File: src/rtl/ps2_ascii_decoder.sv
// ============================================================================
//  Module      : ps2_ascii_decoder
//  Description : PS/2 scan-code set 2 to ASCII translator with modifier
//                tracking and a first-word-fall-through output FIFO.
//  Revision    : 1.0  initial release
// ============================================================================
`default_nettype none

module ps2_ascii_decoder #(
    parameter int FIFO_DEPTH = 8,
    parameter int CW         = 4
) (
    input  logic          clk,
    input  logic          resetn,
    input  logic [7:0]    ps2_code,
    input  logic          strobe,
    input  logic          err,
    output logic [7:0]    ascii_data,
    output logic          ascii_valid,
    input  logic          ascii_ready,
    output logic          shift_held,
    output logic          ctrl_held,
    output logic          caps_lock,
    output logic          overflow,
    output logic [CW-1:0] fifo_count
);

    localparam int AW = CW - 1;

    localparam logic [2:0] S_IDLE    = 3'd0;
    localparam logic [2:0] S_EXT     = 3'd1;
    localparam logic [2:0] S_BRK     = 3'd2;
    localparam logic [2:0] S_EXT_BRK = 3'd3;
    localparam logic [2:0] S_SKIP    = 3'd4;

    localparam logic [7:0] c_pfx_ext   = 8'hE0;
    localparam logic [7:0] c_pfx_brk   = 8'hF0;
    localparam logic [7:0] c_pfx_pause = 8'hE1;

    logic [2:0]      r_state, w_state_nxt;
    logic [2:0]      r_skip_cnt, w_skip_nxt;
    logic            w_make, w_break, w_ext;
    logic            w_mapped, w_is_letter;
    logic [7:0]      w_base, w_shifted, w_upper, w_char;
    logic            w_push, w_pop, w_wr, w_full, w_empty;
    logic            r_lshift, r_rshift, r_lctrl, r_rctrl, r_caps, r_caps_held;
    logic            r_overflow;
    logic [7:0]      r_mem [FIFO_DEPTH];
    logic [AW-1:0]   r_wr_ptr, r_rd_ptr;
    logic [CW-1:0]   r_count;

    // ------------------------------------------------------------------
    // Prefix FSM: state register, next-state logic, event decode
    // ------------------------------------------------------------------
    always_ff @(posedge clk or negedge resetn) begin
        if (!resetn) begin
            r_state    <= S_IDLE;
            r_skip_cnt <= 3'd0;
        end else begin
            r_state    <= w_state_nxt;
            r_skip_cnt <= w_skip_nxt;
        end
    end

    always_comb begin
        w_state_nxt = r_state;
        w_skip_nxt  = r_skip_cnt;
        if (err) begin
            w_state_nxt = S_IDLE;
            w_skip_nxt  = 3'd0;
        end else if (strobe) begin
            case (r_state)
                S_IDLE: begin
                    if (ps2_code == c_pfx_ext) begin
                        w_state_nxt = S_EXT;
                    end else if (ps2_code == c_pfx_brk) begin
                        w_state_nxt = S_BRK;
                    end else if (ps2_code == c_pfx_pause) begin
                        w_state_nxt = S_SKIP;
                        w_skip_nxt  = 3'd7;
                    end
                end
                S_EXT: begin
                    if (ps2_code == c_pfx_brk)
                        w_state_nxt = S_EXT_BRK;
                    else if (ps2_code != c_pfx_ext)
                        w_state_nxt = S_IDLE;
                end
                S_BRK, S_EXT_BRK: w_state_nxt = S_IDLE;
                S_SKIP: begin
                    w_skip_nxt = r_skip_cnt - 3'd1;
                    if (r_skip_cnt <= 3'd1) begin
                        w_state_nxt = S_IDLE;
                        w_skip_nxt  = 3'd0;
                    end
                end
                default: w_state_nxt = S_IDLE;
            endcase
        end
    end

    always_comb begin
        w_make  = 1'b0;
        w_break = 1'b0;
        w_ext   = 1'b0;
        if (strobe && !err) begin
            case (r_state)
                S_IDLE: w_make = !(ps2_code inside {c_pfx_ext, c_pfx_brk, c_pfx_pause,
                                                    8'hAA, 8'hFA, 8'hFE, 8'hEE, 8'h00, 8'hFF});
                S_EXT: begin
                    w_ext  = 1'b1;
                    w_make = (ps2_code != c_pfx_brk) && (ps2_code != c_pfx_ext);
                end
                S_BRK:     w_break = 1'b1;
                S_EXT_BRK: begin
                    w_ext   = 1'b1;
                    w_break = 1'b1;
                end
                default: ;
            endcase
        end
    end

    // ------------------------------------------------------------------
    // Scan code lookup: lowercase/unshifted and shifted forms
    // ------------------------------------------------------------------
    always_comb begin
        w_mapped    = 1'b1;
        w_is_letter = 1'b0;
        w_base      = 8'h00;
        w_shifted   = 8'h00;
        if (w_ext) begin
            case (ps2_code)
                8'h5A:   w_base = 8'h0D;
                8'h4A:   w_base = 8'h2F;
                8'h71:   w_base = 8'h7F;
                default: w_mapped = 1'b0;
            endcase
            w_shifted = w_base;
        end else begin
            case (ps2_code)
                8'h1C: begin w_is_letter = 1'b1; w_base = "a"; end
                8'h32: begin w_is_letter = 1'b1; w_base = "b"; end
                8'h21: begin w_is_letter = 1'b1; w_base = "c"; end
                8'h23: begin w_is_letter = 1'b1; w_base = "d"; end
                8'h24: begin w_is_letter = 1'b1; w_base = "e"; end
                8'h2B: begin w_is_letter = 1'b1; w_base = "f"; end
                8'h34: begin w_is_letter = 1'b1; w_base = "g"; end
                8'h33: begin w_is_letter = 1'b1; w_base = "h"; end
                8'h43: begin w_is_letter = 1'b1; w_base = "i"; end
                8'h3B: begin w_is_letter = 1'b1; w_base = "j"; end
                8'h42: begin w_is_letter = 1'b1; w_base = "k"; end
                8'h4B: begin w_is_letter = 1'b1; w_base = "l"; end
                8'h3A: begin w_is_letter = 1'b1; w_base = "m"; end
                8'h31: begin w_is_letter = 1'b1; w_base = "n"; end
                8'h44: begin w_is_letter = 1'b1; w_base = "o"; end
                8'h4D: begin w_is_letter = 1'b1; w_base = "p"; end
                8'h15: begin w_is_letter = 1'b1; w_base = "q"; end
                8'h2D: begin w_is_letter = 1'b1; w_base = "r"; end
                8'h1B: begin w_is_letter = 1'b1; w_base = "s"; end
                8'h2C: begin w_is_letter = 1'b1; w_base = "t"; end
                8'h3C: begin w_is_letter = 1'b1; w_base = "u"; end
                8'h2A: begin w_is_letter = 1'b1; w_base = "v"; end
                8'h1D: begin w_is_letter = 1'b1; w_base = "w"; end
                8'h22: begin w_is_letter = 1'b1; w_base = "x"; end
                8'h35: begin w_is_letter = 1'b1; w_base = "y"; end
                8'h1A: begin w_is_letter = 1'b1; w_base = "z"; end
                8'h16: begin w_base = "1";  w_shifted = "!"; end
                8'h1E: begin w_base = "2";  w_shifted = "@"; end
                8'h26: begin w_base = "3";  w_shifted = "#"; end
                8'h25: begin w_base = "4";  w_shifted = "$"; end
                8'h2E: begin w_base = "5";  w_shifted = "%"; end
                8'h36: begin w_base = "6";  w_shifted = "^"; end
                8'h3D: begin w_base = "7";  w_shifted = "&"; end
                8'h3E: begin w_base = "8";  w_shifted = "*"; end
                8'h46: begin w_base = "9";  w_shifted = "("; end
                8'h45: begin w_base = "0";  w_shifted = ")"; end
                8'h4E: begin w_base = "-";  w_shifted = "_"; end
                8'h55: begin w_base = "=";  w_shifted = "+"; end
                8'h54: begin w_base = "[";  w_shifted = "{"; end
                8'h5B: begin w_base = "]";  w_shifted = "}"; end
                8'h5D: begin w_base = "\\"; w_shifted = "|"; end
                8'h4C: begin w_base = ";";  w_shifted = ":"; end
                8'h52: begin w_base = "'";  w_shifted = "\""; end
                8'h41: begin w_base = ",";  w_shifted = "<"; end
                8'h49: begin w_base = ".";  w_shifted = ">"; end
                8'h4A: begin w_base = "/";  w_shifted = "?"; end
                8'h0E: begin w_base = 8'h60; w_shifted = "~"; end
                8'h29: begin w_base = 8'h20; w_shifted = 8'h20; end
                8'h5A: begin w_base = 8'h0D; w_shifted = 8'h0D; end
                8'h66: begin w_base = 8'h08; w_shifted = 8'h08; end
                8'h0D: begin w_base = 8'h09; w_shifted = 8'h09; end
                8'h76: begin w_base = 8'h1B; w_shifted = 8'h1B; end
                8'h71: begin w_base = 8'h7F; w_shifted = 8'h7F; end
                default: w_mapped = 1'b0;
            endcase
        end
    end

    // Ctrl only folds letters; everything else keeps its plain translation
    always_comb begin
        w_upper = w_base & 8'hDF;
        w_char  = shift_held ? w_shifted : w_base;
        if (w_is_letter) begin
            if (ctrl_held)
                w_char = w_upper & 8'h1F;
            else
                w_char = (shift_held ^ caps_lock) ? w_upper : w_base;
        end
        w_push = w_make & w_mapped;
    end

    // ------------------------------------------------------------------
    // Modifier tracking
    // ------------------------------------------------------------------
    always_ff @(posedge clk or negedge resetn) begin
        if (!resetn) begin
            r_lshift    <= 1'b0;
            r_rshift    <= 1'b0;
            r_lctrl     <= 1'b0;
            r_rctrl     <= 1'b0;
            r_caps      <= 1'b0;
            r_caps_held <= 1'b0;
        end else if (w_make || w_break) begin
            if (w_ext) begin
                if (ps2_code == 8'h14)
                    r_rctrl <= w_make;
            end else begin
                case (ps2_code)
                    8'h12: r_lshift <= w_make;
                    8'h59: r_rshift <= w_make;
                    8'h14: r_lctrl  <= w_make;
                    8'h58: begin
                        // typematic repeats of caps lock must not re-toggle
                        if (w_make && !r_caps_held)
                            r_caps <= ~r_caps;
                        r_caps_held <= w_make;
                    end
                    default: ;
                endcase
            end
        end
    end

    assign shift_held = r_lshift | r_rshift;
    assign ctrl_held  = r_lctrl | r_rctrl;
    assign caps_lock  = r_caps;

    // ------------------------------------------------------------------
    // Output FIFO (first-word fall-through)
    // ------------------------------------------------------------------
    assign w_empty = (r_count == '0);
    assign w_full  = (r_count == CW'(FIFO_DEPTH));
    assign w_pop   = !w_empty && ascii_ready;
    assign w_wr    = w_push && (!w_full || w_pop);

    always_ff @(posedge clk) begin
        if (w_wr)
            r_mem[r_wr_ptr] <= w_char;
    end

    always_ff @(posedge clk or negedge resetn) begin
        if (!resetn) begin
            r_wr_ptr   <= '0;
            r_rd_ptr   <= '0;
            r_count    <= '0;
            r_overflow <= 1'b0;
        end else begin
            r_overflow <= w_push && w_full && !w_pop;
            if (w_wr)
                r_wr_ptr <= r_wr_ptr + AW'(1);
            if (w_pop)
                r_rd_ptr <= r_rd_ptr + AW'(1);
            case ({w_wr, w_pop})
                2'b10:   r_count <= r_count + CW'(1);
                2'b01:   r_count <= r_count - CW'(1);
                default: ;
            endcase
        end
    end

    assign ascii_valid = !w_empty;
    assign ascii_data  = w_empty ? 8'h00 : r_mem[r_rd_ptr];
    assign overflow    = r_overflow;
    assign fifo_count  = r_count;

endmodule

`default_nettype wire

File: config.mk
export PLATFORM = sky130hd
export DESIGN_NAME = ps2_ascii_decoder
export DESIGN_NICKNAME = d
export VERILOG_FILES = /design/src/rtl/ps2_ascii_decoder.sv
export SDC_FILE = /design/constraint.sdc
export NUM_CORES = 1
export LEC_CHECK = 0
export BUFFER_PORTS_ARGS = -buffer_cell sky130_fd_sc_hd__buf_2
export CAP_MARGIN = 20
export CELL_PAD_IN_SITES_DETAIL_PLACEMENT = 1
export CELL_PAD_IN_SITES_GLOBAL_PLACEMENT = 2
export CORE_UTILIZATION = 40
export DETAILED_ROUTE_END_ITERATION = 7
export PLACE_DENSITY_LB_ADDON = 0.12
export SYNTH_ARGS = -nofsm -noshare
export SYNTH_HDL_FRONTEND = slang
export SYNTH_SLANG_ARGS = --single-unit
File: constraint.sdc
create_clock -name clk -period 4.9 [get_ports clk]
set_input_delay 1.225 -clock clk [delete_from_list [all_inputs] [get_ports clk]]
set_output_delay 1.225 -clock clk [all_outputs]
set_load 0.01 [all_outputs]
======== Word level (Yosys, flattened, before mapping) ========
Memories as Yosys holds them, arrays and structs flattened.
Index checks and enable logic that the tools add are counted.
operators by class
  $mul .................................... 0
  bitwise gates (word level) .............. 6
  reduce and logical (&&, ||, !) cells .... 35
  divide/modulo/power cells ............... 0
  eq/ne operators ......................... 80
  $lt $le $gt $ge ......................... 1
  shift-type cells ........................ 0
  multiplexer cells ....................... 40
  $add $sub $neg .......................... 5
operator list
  kind                 count
  $pmux 7 s53          1
  $pmux 7 s27          1
  $eq 8x6->1 const B   23
  $eq 8x7->1 const B   23
  $eq 8x5->1 const B   9
  $eq 8x8->1 const B   8
  $reduce_or 53->1     1
  $mux 3               14
  $mux 8               5
  $reduce_or 26->1     1
  $pmux 7 s3           1
  $eq 8x4->1 const B   2
  $ne 8x8->1 const B   2
  $reduce_and 3->1     5
  $mux 1               12
  $ne 3x3->1 const B   4
  $pmux 3 s3           1
  $reduce_bool 9->1    1
  $logic_not 8->1      1
  $pmux 4 s2           1
  $reduce_and 4->1     2
  $logic_and 1x1->1    7
  $mux 7               1
  $add 3x1->3 const B  2
  other kinds (28)     39
storage, ports and cells
  bits of input ports ..................... 13
  memories ................................ 1
  output and inout bits ................... 17
  latch bits .............................. 0
  RAM bits ................................ 64
  logic and storage cells ................. 180
  ROM bits ................................ 0
  flip-flop bits (word level) ............. 23
memory list
  memory  words  bits a word  rd ports  clocked after memory_dff  write ports  RTL line  source
  r_mem   8      8            1         0                         1            48        logic [7:0] r_mem [FIFO_DEPTH];

======== Depth between registers and ports, before layout ========
  depth in word-level cells ............... 9
  gate-level depth with buffers ........... 17
  gate-level depth less buffers ........... 14

======== Worst setup path after synthesis ========
OpenSTA, ideal clock, no wires.
  kind .................................... in2reg
  start ................................... input ps2_code[7]
  end ..................................... memory r_mem[0][0] (enable)
  data arrival time ....................... 3.877 ns
  required time ........................... 4.507 ns
  setup time .............................. 0.393 ns
  path slack .............................. 0.630 ns
  stages on the path ...................... 8
  cells stage by stage .................... buf_6 > or3b_2 > a211oi_1 > nor3_1 > nor4bb_1 > a31o_4 > a211oi_4 > nor4b_1
between the ends
  longest elaborated chain between the ends .. 9
RTL lines
  element                                        RTL line  source
  start, declared                                15        input logic [7:0] ps2_code,
  $eq 8x8->1 or $logic_not 8->1 (tied branches)  108       S_IDLE: w_make = !(ps2_code inside {c_pfx_ext, c_pfx_brk, c_pfx_pause,
  $reduce_bool 9->1                              108
  $logic_not 1->1                                108
  $pmux 1 s2                                     107       case (r_state)
  $mux 1                                         106       if (strobe && !err) begin
  $and 1x1->1 (*)                                210       w_push = w_make & w_mapped;
  $logic_and 1x1->1 (*)                          255       assign w_wr = w_push && (!w_full || w_pop);
  $mux 1 (*)                                     258       if (w_wr)
  $mux 1 (not written as such) (*)               259       r_mem[r_wr_ptr] <= w_char;
  end, declared                                  48
Mark *: on every way between the ends. The rest lies on a longest branch, timed or not.

======== Worst setup path after layout ========
  start ................................... input ps2_code[4]
  end ..................................... register r_count[3], in the netlist fifo_count[3]
between the ends
  longest elaborated chain between the ends .. 9
RTL lines
  element                                          RTL line  source
  $eq 8x8->1 or $logic_not 8->1 (tied branches)    108
  $reduce_bool 9->1                                108
  $logic_not 1->1                                  108
  $pmux 1 s2                                       107
  $mux 1                                           106
  $and 1x1->1 (*)                                  210
  $logic_and 1x1->1 (*)                            255
  $eq 2x1->1 or $eq 2x2->1 (tied branches)         274       case ({w_wr, w_pop})
  $pmux 4 s2 or $reduce_bool 2->1 (tied branches)  n/a
  end signal, assigned                             275       2'b10: r_count <= r_count + CW'(1);
  end signal, assigned                             276       2'b01: r_count <= r_count - CW'(1);
  end, declared                                    50        logic [CW-1:0] r_count;
Marked as above.
A chain may end at the register's enable or synchronous reset.

==> metrics.cfg <==
[sta]
timing.final.max_slew_violations = 0
timing.clock.skew_ns = 0.00679
tightest_slew_ns = 0.978
setup_total_negative_slack_ns = 0
report.final.hold_viol_count = 0
grt_setup_unrepaired = false
fmax_mhz = 231
finalSetupViolations = 0
post-route-min-period_ns = 4.32
worst_slew_margin_rel = 0.348
fin_crit_sh = 0.882

[detailed_routing]
first_pass_iters = 5
drc_violation_count_after_routing = 0
initial_drc_count = 373
drt.antenna.violating_nets = 0
avgViaCountPerCell = 5.92
wl_per_cell_um = 21.6
routed_wirelength_um = 15600
num_vias = 4295

[grt]
gr-usage-all-layers = 0.253
grt_overflow_total = 0
global_route_wire_length_before_repair_um = 24900
antenna_violations_before_repair = 0
maximum_number_of_pins_on_one_net_before_global_route_repair = 26
first_global_vias = 4435

[hold_path]
hold_class = register to register

[clocking]
clk_transition_reported_paths_ns = 0.06
cts_hold_buffers = 0
cts.root.buffer_cell = sky130_fd_sc_hd__clkbuf_16
htree_levels = 3
cts_setup_buffers = 0
cts_tree = built
total_clock_buffers_created_by_cts = 9
clock_tree.buffer_depth = 2
cts.sink_count = 79
post_cts_resize_count = 0
worstSkewPairLatency_ns = 0.34

[pwr]
power.switching_mw = 0.783
power.density_cell_area_mw_per_mm2 = 387
intPower_mw = 1.49
power.switching_fraction = 0.344
leakage_nw = 2.18
vdd_ir_drop_max_uv = 178
comb_power_share = 0.320
seqPwrFrac = 0.414
clkPwrFrac = 0.266

[critical_path]
arrival_time_reported_for_the_critical_path_endpoint_ns = 4.59
crit_path_start_kind = input pin
setup_slack_of_the_worst_register_to_register_path_ns = 2.04
timing.setup.critical_path_class = input pin to register
cp_endpoint_kind = register
worstPathRequired_ns = 5.16
critPathMaxFanout = 20

[floorplanning]
core_region_area_mm2 = 0.0126
initial_core_util = 0.409
boundaryPins = 30
rows = 41
die_area_mm2 = 0.0133
overall_die_height_um = 115
die_extent_in_x_um = 115

[logic_synthesis]
synth_top_area_frac = 0.327
syn-cell-area_mm2 = 0.00514
most_frequently_used_cell_type_in_the_post_synthesis_netlist = sky130_fd_sc_hd__edfxtp_1
synth_cells = 505
avgSynthCellArea_um2 = 10.2
netlist_top_cells_count = sky130_fd_sc_hd__edfxtp_1 (56), sky130_fd_sc_hd__nand2_1 (50), sky130_fd_sc_hd__nor2_1 (44)
yosysUniqueCellTypes = 78
synth.area.top_cells = sky130_fd_sc_hd__edfxtp_1 (33%), sky130_fd_sc_hd__dfrtp_1 (11%), sky130_fd_sc_hd__mux4_2 (6.1%), sky130_fd_sc_hd__nand2_1 (3.7%), sky130_fd_sc_hd__o21ai_0 (3.3%)
synth_edf_count = 56
synthArstFlopShare = 0.291
yosysWarnings = 0
synthFlopType = sky130_fd_sc_hd__edfxtp_1
synthDominantAreaCellType = sky130_fd_sc_hd__edfxtp_1
syn-num-nets = 525
proportion_of_synthesized_chip_area_in_sequential_cells = 0.439
yosys_register_bits = 79

[run_status]
status = complete, no violations

[place]
place_hpwl_um = 12200
port_buffers = 28
globalplace.congestion = 1.01

[final_layout]
num_antenna_cells = 0
final_util = 0.468
fin_nets = 568
n_fill_cell = 1417
drive_gt1_frac = 0.212
flow.area_growth_from_synthesis_pct = 14.5

[flow_run]
cap_viol_max_count = 0

-- routing by layer --
layer | vias to the layer above | share of wire | global-route usage | wire length [um]
met5 | - | 0 | 0 | 0
met4 | 0 | 0.043 | 0.132 | 671
li1 | 2013 | - | - | -
met3 | 40 | 0.034 | 0.0358 | 537
met2 | 135 | 0.48 | 0.415 | 7530
met1 | 2107 | 0.44 | 0.324 | 6910
-- flip-flops by register name (all words and copies together), names as in the netlist --
register     flops
caps_lock        1
fifo_count       4
overflow         1
r_caps_held      1
r_lctrl          1
r_lshift         1
r_mem           56
r_rctrl          1
r_rd_ptr         3
r_rshift         1
r_skip_cnt       3
r_state          3
r_wr_ptr         3
-- area by class of cell --
| type | instances | area (um^2) | area share |
|---|---|---|---|
| inverters | 12 | 45.0 | 0.00765 |
| flip-flops and latches | 79 | 2260 | 0.383 |
| well taps | 172 | 215 | 0.0365 |
| repair buffers | 68 | 440 | 0.0748 |
| clock inverters | 7 | 47.5 | 0.00807 |
| clock buffers | 9 | 225 | 0.0382 |
| multi-input cells | 378 | 2660 | 0.451 |
-- per-stage QoR --
stage / total power [mW] / worst slack, ns / instances / cell area, um^2 / hold WS, ns
floorplan: 1.45 / 0.630 / 505 / 5140 / 0.435
global placement: 1.66 / 0.246 / 709 / 5620 / 0.466
detailed placement: 1.70 / 0.222 / 709 / 5620 / 0.476
CTS: 2.31 / 0.573 / 725 / 5890 / 0.490
global route: 2.42 / 0.316 / 725 / 5890 / 0.510
finish: 2.28 / 0.578 / 725 / 5890 / 0.487
-- layout by cell type, fill, tap and decap left out, drive strengths merged, types with 6 or more instances in the layout --
cell	n
buf	68
edfxtp	56
nand2	50
nor2	45
o21ai	34
a21oi	23
dfrtp	23
nor3	21
nand3	15
mux4	14
inv	14
nand2b	11
mux2i	10
nor3b	9
clkbuf	9
nor4b	9
o221ai	8
xnor2	8
a211oi	8
nor2b	7
nor4	7
o22ai	7
ha	6
-- cell families (layout without fill, tap and decap cells) --
logic type / after synthesis / after routing / synth area share
AND/OR/NAND/NOR: 212 / 212 / 0.231
AO/OA/AOI/OAI: 120 / 120 / 0.157
flip-flops: 79 / 79 / 0.439
buffers and inverters: 48 / 96 / 0.0441
multiplexers: 26 / 26 / 0.0883
XOR/XNOR: 12 / 12 / 0.0204
adder cells (fa/ha/maj): 7 / 7 / 0.0185
other: 1 / 1 / 0.000729
-- power groups by stage --
| stage | logic [mW] | registers (mW) | clock network [mW] |
|---|---|---|---|
| 2_1_floorplan | 0.594 | 0.860 | 0 |
| 3_3_place_gp | 0.707 | 0.951 | 0 |
| 3_5_place_dp | 0.737 | 0.961 | 0 |
| 4_1_cts | 0.739 | 0.948 | 0.619 |
| 5_1_grt | 0.817 | 0.963 | 0.643 |
| 6_report | 0.729 | 0.943 | 0.605 |
-- critical path: stages --
cell	delay, ns
sky130_fd_sc_hd__buf_2	0.22
sky130_fd_sc_hd__buf_4	0.21
sky130_fd_sc_hd__or4b_1	0.63
sky130_fd_sc_hd__a211oi_1	0.24
sky130_fd_sc_hd__nor3_1	0.11
sky130_fd_sc_hd__and3b_1	0.21
sky130_fd_sc_hd__a31o_4	0.28
sky130_fd_sc_hd__a21o_1	0.19
sky130_fd_sc_hd__nand2_1	0.10
sky130_fd_sc_hd__inv_1	0.07
sky130_fd_sc_hd__ha_1	0.29
sky130_fd_sc_hd__a21o_1	0.12
sky130_fd_sc_hd__a21oi_1	0.07
sky130_fd_sc_hd__or3_1	0.31
sky130_fd_sc_hd__mux2i_1	0.16
sky130_fd_sc_hd__xor2_1	0.16
-- worst paths after layout --
kind	cells past startpoint	startpoint	end
min	2	r_rctrl	r_rctrl
max reg2reg	9	r_state[1]	r_mem[0][5]
min in group asynchronous	1	resetn	fifo_count[3]
min reg2reg	2	r_rctrl	r_rctrl
max	16	ps2_code[4]	fifo_count[3]
max in group asynchronous	1	resetn	r_rshift
Note: power is estimated with default switching activity, not from simulation.
